## src/rtl/hazard_ctrl_pkg.sv

```systemverilog
// Shared constants for the hazard controller: state encodings, register address width
// and the source/destination dependency test used by the load-use detector.
package hazard_ctrl_pkg;

    localparam int unsigned REG_ADDR_W = 5;
    localparam logic [REG_ADDR_W-1:0] X0 = '0;

    localparam logic [1:0] HZ_RUN       = 2'd0;
    localparam logic [1:0] HZ_LOAD_USE  = 2'd1;
    localparam logic [1:0] HZ_CSR_DRAIN = 2'd2;
    localparam logic [1:0] HZ_MEM_WAIT  = 2'd3;

    // A source only depends on a destination when it is actually read and is not x0.
    function automatic logic reg_dep(input logic                  used,
                                     input logic [REG_ADDR_W-1:0] src,
                                     input logic [REG_ADDR_W-1:0] dst);
        return used && (src == dst) && (dst != X0);
    endfunction

endpackage

```

## src/rtl/hazard_ctrl_detect.sv

```systemverilog
// Combinational load-use detector: the ID instruction reads the register a load in EX
// is about to write, which bypass cannot supply in time.
module hazard_detect
    import hazard_ctrl_pkg::*;
(
    input  logic                  i_id_valid,
    input  logic [REG_ADDR_W-1:0] i_id_rs1,
    input  logic [REG_ADDR_W-1:0] i_id_rs2,
    input  logic                  i_id_use_rs1,
    input  logic                  i_id_use_rs2,
    input  logic                  i_ex_valid,
    input  logic                  i_ex_is_load,
    input  logic [REG_ADDR_W-1:0] i_ex_rd,
    output logic                  o_load_use
);

    assign o_load_use = i_id_valid && i_ex_valid && i_ex_is_load &&
                        (reg_dep(i_id_use_rs1, i_id_rs1, i_ex_rd) ||
                         reg_dep(i_id_use_rs2, i_id_rs2, i_ex_rd));

endmodule

```

## src/rtl/hazard_ctrl.sv

```systemverilog
// Pipeline hazard controller: load-use bubbles, CSR serialization, data-memory wait
// states with timeout, and redirect flushes for the IF/ID/EX stage registers.
module hazard_ctrl
    import hazard_ctrl_pkg::*;
#(
    parameter int unsigned MEM_TIMEOUT = 255,
    parameter int unsigned CNT_W       = 32
) (
    input  logic                  i_clk,
    input  logic                  i_rst,
    input  logic                  i_id_valid,
    input  logic [REG_ADDR_W-1:0] i_id_rs1,
    input  logic [REG_ADDR_W-1:0] i_id_rs2,
    input  logic                  i_id_use_rs1,
    input  logic                  i_id_use_rs2,
    input  logic                  i_id_is_csr,
    input  logic                  i_ex_valid,
    input  logic                  i_ex_is_load,
    input  logic [REG_ADDR_W-1:0] i_ex_rd,
    input  logic                  i_mem_valid,
    input  logic                  i_wb_valid,
    input  logic                  i_redirect,
    input  logic                  i_dmem_req,
    input  logic                  i_dmem_ack,
    output logic                  o_stall_if,
    output logic                  o_stall_id,
    output logic                  o_stall_ex,
    output logic                  o_bubble_ex,
    output logic                  o_flush_id,
    output logic                  o_flush_ex,
    output logic                  o_mem_timeout,
    output logic [CNT_W-1:0]      o_stall_cnt
);

    localparam int unsigned TMO_W = (MEM_TIMEOUT < 2) ? 1 : $clog2(MEM_TIMEOUT);
    localparam logic [TMO_W-1:0] TMO_LAST = TMO_W'(MEM_TIMEOUT - 1);

    logic [1:0]       state_q, state_d;
    logic [TMO_W-1:0] wait_q, wait_d;
    logic             tmo_q, tmo_d;
    logic [CNT_W-1:0] cnt_q;

    logic load_use, pipe_busy;
    logic stall_if, stall_id, stall_ex, bubble_ex, flush_id, flush_ex;

    hazard_detect u_detect (
        .i_id_valid   (i_id_valid),
        .i_id_rs1     (i_id_rs1),
        .i_id_rs2     (i_id_rs2),
        .i_id_use_rs1 (i_id_use_rs1),
        .i_id_use_rs2 (i_id_use_rs2),
        .i_ex_valid   (i_ex_valid),
        .i_ex_is_load (i_ex_is_load),
        .i_ex_rd      (i_ex_rd),
        .o_load_use   (load_use)
    );

    assign pipe_busy = i_ex_valid || i_mem_valid || i_wb_valid;

    always_comb begin
        state_d   = state_q;
        wait_d    = wait_q;
        tmo_d     = 1'b0;
        stall_if  = 1'b0;
        stall_id  = 1'b0;
        stall_ex  = 1'b0;
        bubble_ex = 1'b0;
        flush_id  = 1'b0;
        flush_ex  = 1'b0;
        case (state_q)
            HZ_RUN, HZ_LOAD_USE, HZ_CSR_DRAIN: begin
                // LOAD_USE is the cycle the bubble occupies EX, so load-use is not re-detected.
                if (i_redirect) begin
                    flush_id = 1'b1;
                    flush_ex = 1'b1;
                    state_d  = HZ_RUN;
                end else if (i_dmem_req && !i_dmem_ack) begin
                    stall_if = 1'b1;
                    stall_id = 1'b1;
                    stall_ex = 1'b1;
                    wait_d   = '0;
                    state_d  = HZ_MEM_WAIT;
                end else if (state_q == HZ_RUN && load_use) begin
                    stall_if  = 1'b1;
                    stall_id  = 1'b1;
                    bubble_ex = 1'b1;
                    state_d   = HZ_LOAD_USE;
                end else if ((state_q == HZ_CSR_DRAIN || i_id_is_csr) && pipe_busy) begin
                    stall_if  = 1'b1;
                    stall_id  = 1'b1;
                    bubble_ex = 1'b1;
                    state_d   = HZ_CSR_DRAIN;
                end else begin
                    state_d = HZ_RUN;
                end
            end
            default: begin
                // Memory wait: EX is frozen, so redirects wait until we are back in RUN.
                if (i_dmem_ack) begin
                    state_d = HZ_RUN;
                end else if (wait_q == TMO_LAST) begin
                    flush_ex = 1'b1;
                    tmo_d    = 1'b1;
                    state_d  = HZ_RUN;
                end else begin
                    stall_if = 1'b1;
                    stall_id = 1'b1;
                    stall_ex = 1'b1;
                    wait_d   = wait_q + TMO_W'(1);
                end
            end
        endcase
    end

    always_ff @(posedge i_clk) begin
        if (i_rst) begin
            state_q <= HZ_RUN;
            wait_q  <= '0;
            tmo_q   <= 1'b0;
            cnt_q   <= '0;
        end else begin
            state_q <= state_d;
            wait_q  <= wait_d;
            tmo_q   <= tmo_d;
            cnt_q   <= cnt_q + CNT_W'(stall_if);
        end
    end

    assign o_stall_if    = stall_if  && !i_rst;
    assign o_stall_id    = stall_id  && !i_rst;
    assign o_stall_ex    = stall_ex  && !i_rst;
    assign o_bubble_ex   = bubble_ex && !i_rst;
    assign o_flush_id    = flush_id  && !i_rst;
    assign o_flush_ex    = flush_ex  && !i_rst;
    assign o_mem_timeout = tmo_q;
    assign o_stall_cnt   = cnt_q;

endmodule

```

## config.mk

```make
export PLATFORM = sky130hd
export DESIGN_NAME = hazard_ctrl
export DESIGN_NICKNAME = d
export VERILOG_FILES = /design/src/rtl/hazard_ctrl_pkg.sv /design/src/rtl/hazard_ctrl_detect.sv /design/src/rtl/hazard_ctrl.sv
export SDC_FILE = /design/constraint.sdc
export NUM_CORES = 1
export LEC_CHECK = 0
export CAP_MARGIN = 0
export CORE_MARGIN = 1.5
export CORE_UTILIZATION = 40
export DETAILED_ROUTE_END_ITERATION = 10
export PLACE_DENSITY_LB_ADDON = 0.05
export SYNTH_ARGS = -nofsm -noshare
export SYNTH_HDL_FRONTEND = slang
export SYNTH_SLANG_ARGS = --single-unit
```

## constraint.sdc

```tcl
create_clock -name i_clk -period 3.2 [get_ports i_clk]
set_clock_uncertainty 0.05 [all_clocks]
set_input_delay 0.64 -clock i_clk [delete_from_list [all_inputs] [get_ports i_clk]]
set_output_delay 0.64 -clock i_clk [all_outputs]
set_load 0.03 [all_outputs]
```

==> results of run 1 <==
==> worst max-delay path by stage <==
stage / start / slack, ns / to / cells past startpoint
4_1_cts: i_ex_rd[1] / 0.12 / o_stall_cnt[28] / 14
6_report: i_ex_rd[2] / 0.17 / o_stall_if / 8
3_5_place_dp: i_ex_rd[1] / -0.19 / o_stall_cnt[24] / 14
2_1_floorplan: i_ex_rd[1] / 0.34 / o_stall_cnt[24] / 12
3_3_place_gp: i_ex_rd[1] / -0.17 / o_stall_cnt[28] / 14
5_1_grt: i_ex_rd[4] / 0.05 / o_stall_cnt[20] / 14
==> per-stage QoR <==
stage	instances	util, %	worst slack (ns)	hold slack [ns]
after detailed placement	402	58.3	-0.186	0.453
after CTS	410	60.0	0.116	0.476
after floorplan	256	-	0.336	0.424
after global placement	402	58.3	-0.166	0.446
after global routing	412	60.5	0.0465	0.494
final	412	60.5	0.168	0.473
==> worst max-delay path, cell delays in order <==
cell	delay, ns
clkdlybuf4s50_1	0.53
xnor2_1	0.14
nand4_1	0.12
o22ai_2	0.19
nand2_1	0.09
buf_4	0.14
a31oi_1	0.26
buf_4	0.22
==> repair_timing <==
item,in CTS,in global routing
setup buffers,0,1
resized for setup,0,4
endpoints found under the setup margin,0,13
==> layer usage <==
layer	up-vias	share of wire (%)	global-route usage (%)
li1	1046	-	-
met3	6	5.6	4.29
met1	881	50	23.0
met4	0	1.2	5.56
met2	51	43	27.9
met5	-	0	0
==> final cells by class <==
cell class	instances	area [um2]	share of cell area, %
clock buffer	6	72.6	2.32
tap	70	87.6	2.80
multi-input combinational	199	1270	40.6
timing repair buffer	86	802	25.6
sequential	43	861	27.5
clock inverter	2	12.5	0.400
inverter	6	22.5	0.720
==> synthesized netlist by cell type, drive strengths merged <==
cell type  instances
a21boi             1
nor3               7
o21ai              3
a211oi             3
o32ai              2
o22ai              1
ha                 7
and3               6
nor4               1
dfxtp             43
clkbuf             4
a31oi              3
nand2             11
inv                6
nand4             14
or2                2
a21oi             10
nand2b             2
nor4b              2
and2               2
nor2              45
nand3             21
or3                3
xnor2             22
xor2              21
a21o               2
and4               2
and2b              1
nor3b              1
buf                4
nor2b              4
==> cells by family after synthesis <==
family	count (synthesis)	share of synthesized area (%)
and+or+nand+nor	124	29.7
xor gates and xnor gates	43	17.2
DFF	43	39.4
AOI/OAI and AO/OA	25	6.99
buffers and inverters	14	2.69
adders and majority gates	7	4.01
==> sequential cells by signal (all words and copies together) (netlist names) <==
register / cells
o_mem_timeout: 1
o_stall_cnt: 32
state_q: 2
wait_q: 8
==> power groups by stage <==
stage	logic [W]	registers [W]	clock network (W)
final	0.000118	0.000541	0.000340
after global routing	0.000130	0.000542	0.000369
after CTS	0.000119	0.000541	0.000349
after detailed placement	0.000118	0.000554	0
after global placement	0.000118	0.000554	0
after floorplan	0.0000484	0.000558	0
==> impl_results.md, run 1 <==
- Status: finished clean
- Hold path endpoint: o_stall_cnt[31]
- Dpl cell area: 0.00302 mm2
- Setup violators final: 0
- Mapped Cells: 256
- GP Congestion: 0.756
- Seq/Total Area, Yosys: 39.4%
- Die area: 0.00591 mm2
- Final TNS setup: 0 ns
- CTS H-tree lvls: 2
- Period utilization: 94.8%
- Residual DRC: 0
- Final Max Tran Viols: 0
- Worst VDD drop: 0.000236 V
- CTS tree: yes
- Mapped cell area: 0.00218 mm2
- Total Power: 0.000999 W
- Reg2reg path depth: 14
- Net Sw Frac: 24.4%
- Total net switching power: 0.000243 W
- WL/cell: 11.9 um
- Final hold violations: 0
- Initial DRC count: 86
- Startpoint Class: input pin
- Vias: 1984
- Die H: 76.9 um
- Crit path DAT: 2.34 ns
- Fmax: 0.330 GHz
- Layout cells sized above 1: 11.4%
- Largest net degree at the start of global routing: 20
- Final Critical Period: 3.03 ns
- Most common cell after layout, fill and taps aside: clkdlybuf4s50_1
- Die X: 76.9 um
- Area Growth Syn to Fin: 43.2%
- Crit Path Category: in -> out
- Vias per cell: 4.82
- Row count: 26
- WP data required: 2.51 ns
- Clock Tree Buf Depth: 2
- Least-Margin Pin Slew: 0.748 ns
- Vias in the first global route: 1832
- Num CTS Buffers: 5
- Reg power frac: 54.2%
- Critical R2R Launch: state_q[0]
- Antenna cells: 0
- Clock latency on the worst-skew pair: 0.30 ns
- Final ANT Viol Nets: 0
- Synth top area share: 39.4%
- DRT Wirelength: 4910 um
- Clk slew on worst S/H paths: 0.07 ns
- Yosys warning count: 0
- Root buf cell: clkbuf_8
- Num ports: 67
- Max transition margin: 49.8%
- Final Cell Area: 0.00313 mm2
- Initial Util: 42.2%
- Top post-synthesis cells by area: dfxtp_1 (39%), xnor2_1 (8.8%), xor2_1 (8.4%)
- Core Box Area: 0.00517 mm2
- Antenna violations before repair: 0
- Pwr/cell area: 319 mW/mm2
- Leak Pwr: 1.17 nW
- Combinational power share: 11.8%
- Hold Crit Class: reg -> reg
- Hold_buf cts: 0
- Crit-path max FO: 3
- RSZ-0062 raised after global routing: false
- Clock share of power: 34.0%
- Netlist cell types: 36
- Syn_nets: 291
- Post-synthesis register bit count: 43
- HP Start: o_stall_cnt[31]
- GRT Residual Overflow: 0
- Critical Path End Type: output port
- Most frequent cells in the layout: clkdlybuf4s50_1 (59), nor2_1 (45), dfxtp_1 (43)
- Drt pass-1 iters: 4
- R2r endpoint: o_stall_cnt[30]
- Hold Path Depth: 2
- FILL cells: 475
- Top cell type by total area after synthesis: dfxtp_1
- First-pass GRT wire length: 8430 um
- Total clock sinks: 43
- Pint: 0.000755 W
- I/O Buffers: 66
- Max-Cap Viols: 0
- Hpwl dp: 3620 um
- FF-to-FF setup slack: 0.67 ns
- Syn Area/Cell: 8.53 um2
- Nets@finish: 376
- All-Layer GR Usage: 17.5%
Note: power is estimated with default switching activity, not from simulation.
==> run 2, diff against run 1 <==
clock period = 2.5 ns   (was 3.2 ns; I/O delays follow)
==> run 2 against run 1 <==
  * The run now ends with setup timing left
  * Combinational power up 54%
  * Register-to-register slack worse by 0.65 ns
  * Clock power up 64%
  * Clock-buffer cell count unchanged
  * First-iteration DRC count down 49%
  * Routed wire length up 13%
  * Total power up 43%
  * Worst setup slack worse by 0.19 ns
  * Sequential power up 28%
  * Critical endpoint is now o_stall_cnt[22]
  * Largest cell class unchanged
==> impl_results.md, run 2 (synthesis results as in run 1) <==
- Status: finished, violations left
- Failing checks: setup timing
- Reg2reg path depth: 15 (+1)
- Clk slew on worst S/H paths: 0.08 ns (about the same)
- Final worst setup slack: -0.0257 ns (-0.193 ns)
- Final Critical Period: 2.53 ns
- Die X: 76.9 um (unchanged)
- Smallest hold slack: 0.476 ns (+0.00271 ns)
- Startpoint Class: input pin
- Total Power: 0.00143 W (+43%)
- Crit-path max FO: 4 (+1)
- Max-Cap Viols: 0 (unchanged)
- First-pass GRT wire length: 9400 um (+11%)
- Setup violators final: 3 (+3)
- Critical Path End Type: register
- Row count: 26 (unchanged)
- HP Start: o_stall_cnt[31]
- Antenna violations before repair: 0 (unchanged)
- Core Box Area: 0.00517 mm2 (unchanged)
- WL/cell: 12.6 um (+5.5%)
- Period utilization: 101%
- Residual DRC: 0 (unchanged)
- Max transition margin: 64.5% (+15 points)
- Final hold violations: 0 (unchanged)
- GRT Residual Overflow: 0 (unchanged)
- Hold Crit Class: reg -> reg
- Area Growth Syn to Fin: 58.1%
- All-Layer GR Usage: 19.5% (+2.0 points)
- Num ports: 67 (unchanged)
- Crit Path Category: in -> reg
- Most common cell after layout, fill and taps aside: buf_4
- Clock Tree Buf Depth: 2 (unchanged)
- Hpwl dp: 3810 um (+5.1%)
- Final TNS setup: -0.0420 ns (-0.0420 ns)
- RSZ-0062 raised after global routing: true
- CTS tree: yes
- WP data required: 2.62 ns (+0.11 ns)
- Crit-path max cell delay: 0.22 ns (-0.31 ns)
- Vias per cell: 4.93 (+2.3%)
- Final ANT Viol Nets: 0 (unchanged)
- GP Congestion: 0.771 (+2.0%)
- Layout cells sized above 1: 28.5% (+17 points)
- DRT Wirelength: 5560 um (+13%)
- Die H: 76.9 um (unchanged)
- Initial DRC count: 44 (-49%)
- CP cell instances: buf_6 > xnor2_2 > nand4_1 > o22ai_2 > nand2_1 > a31oi_1 > ha_2 > buf_4 > ha_4 > nand3_4 > nor4_4 > buf_2 > nand3_2 > xor2_1 > nor2_1
- Die area: 0.00591 mm2 (unchanged)
- Vias in the first global route: 2071 (+13%)
- Num CTS Buffers: 5 (unchanged)
- Most frequent cells in the layout: buf_4 (53), nor2_1 (44), dfxtp_1 (41)
- Critical R2R Launch: state_q[1]
- Largest net degree at the start of global routing: 37 (+85%)
- Dpl cell area: 0.00311 mm2 (+3.2%)
- Hold path endpoint: o_stall_cnt[31]
- Initial Util: 42.2% (unchanged)
- Least-Margin Pin Slew: 0.529 ns (-0.219 ns)
- Leak Pwr: 1.36 nW (+17%)
- Hold Path Depth: 2 (unchanged)
- Crit-path slowest cell: ha_2
- Fin util: 66.8% (+6.3 points)
- CTS H-tree lvls: 2 (unchanged)
- Pwr/cell area: 415 mW/mm2 (+30%)
- Worst VDD drop: 0.000420 V (+78%)
- Crit path DAT: 2.65 ns (+0.31 ns)
- Final Max Tran Viols: 0 (unchanged)
- Antenna cells: 0 (unchanged)
- Root buf cell: clkbuf_8
- Clock latency on the worst-skew pair: 0.29 ns (about the same)
- R2r endpoint: o_stall_cnt[22]
- Fmax: 0.396 GHz
- Nets@finish: 406 (+8.0%)
- FF-to-FF setup slack: 0.02 ns (-0.65 ns)
- Total clock sinks: 43 (unchanged)
- Vias: 2178 (+9.8%)
- I/O Buffers: 66 (unchanged)
- Drt pass-1 iters: 4 (unchanged)
- Max FFs per register: 32 (unchanged)
- Final Cell Area: 0.00345 mm2 (+10%)
-- run 2: changes by cell type in the layout (fill, tap and decap cells not counted), moves of 3 or more --
| cell | delta |
|---|---|
| buf_2 | +13 |
| nand3_1 | -3 |
| buf_4 | +28 |
| xnor2_1 | -5 |
| clkdlybuf4s50_1 | -20 |
| xnor2_2 | +5 |
| ha_4 | +3 |
| ha_1 | -4 |
| dlygate4sd2_1 | +6 |
-- run 2: report_power, final --
part | total, W | switching (W) | leakage, nW | internal [W]
Clock | 0.000557 | 0.000233 | 0.0612 | 0.000323
Combinational | 0.000182 | 0.0000834 | 0.954 | 0.0000984
Sequential | 0.000694 | 0.00000475 | 0.348 | 0.000689
-- run 2: worst max-delay path by stage --
stage / start / end / slack [ns] / cells after the start
5_1_grt: i_ex_rd[1] / o_stall_cnt[21] / -0.17 / 14
2_1_floorplan: i_ex_rd[3] / o_stall_cnt[24] / -0.10 / 12
6_report: i_ex_rd[1] / o_stall_cnt[22] / -0.03 / 15
3_5_place_dp: i_ex_rd[3] / o_stall_cnt[28] / -0.77 / 14
3_3_place_gp: i_ex_rd[3] / o_stall_cnt[28] / -0.69 / 14
4_1_cts: state_q[1] / o_stall_cnt[27] / -0.03 / 14
-- run 2: worst max-delay path: cells and delay by family --
kind | cells | cell delay [ns]
and+or+nand+nor | 6 | 0.63
buffers and inverters | 3 | 0.43
AOI/OAI and AO/OA | 2 | 0.40
adders and majority gates | 2 | 0.35
xor gates and xnor gates | 2 | 0.33
-- run 2: stage by stage --
| step | setup WS [ns] | std cells |
|---|---|---|
| floorplan | -0.101 | 256 |
| global placement | -0.692 | 408 |
| detailed placement | -0.771 | 408 |
| CTS | -0.0346 | 437 |
| global route | -0.169 | 442 |
| finish | -0.0257 | 442 |
-- run 2: metal layers --
metal  vias to the layer above  part of all wire [%]  GRT usage, %
li1                       1113                     -             -
met4                         0                  0.38          3.89
met2                        49                    48          33.4
met5                         -                     0             0
met1                      1014                    47          24.4
met3                         2                   4.5          5.48
-- run 2: repair_timing --
action | CTS | global route
hold buffers | 0 | 0
setup endpoints to repair | 30 | 27
gates resized for setup | 74 | 10
cloned | 1 | 0
buffers inserted | 20 | 5
pin swaps | 24 | 6
-- run 2: area by class of cell --
type	instances	area [um2]
clock buffer	6	82.6
clock inverter	2	35.0
inverter	6	22.5
sequential	43	863
fill	452	1720
timing repair buffer	116	960
tap	70	87.6
multi-input combinational	199	1400
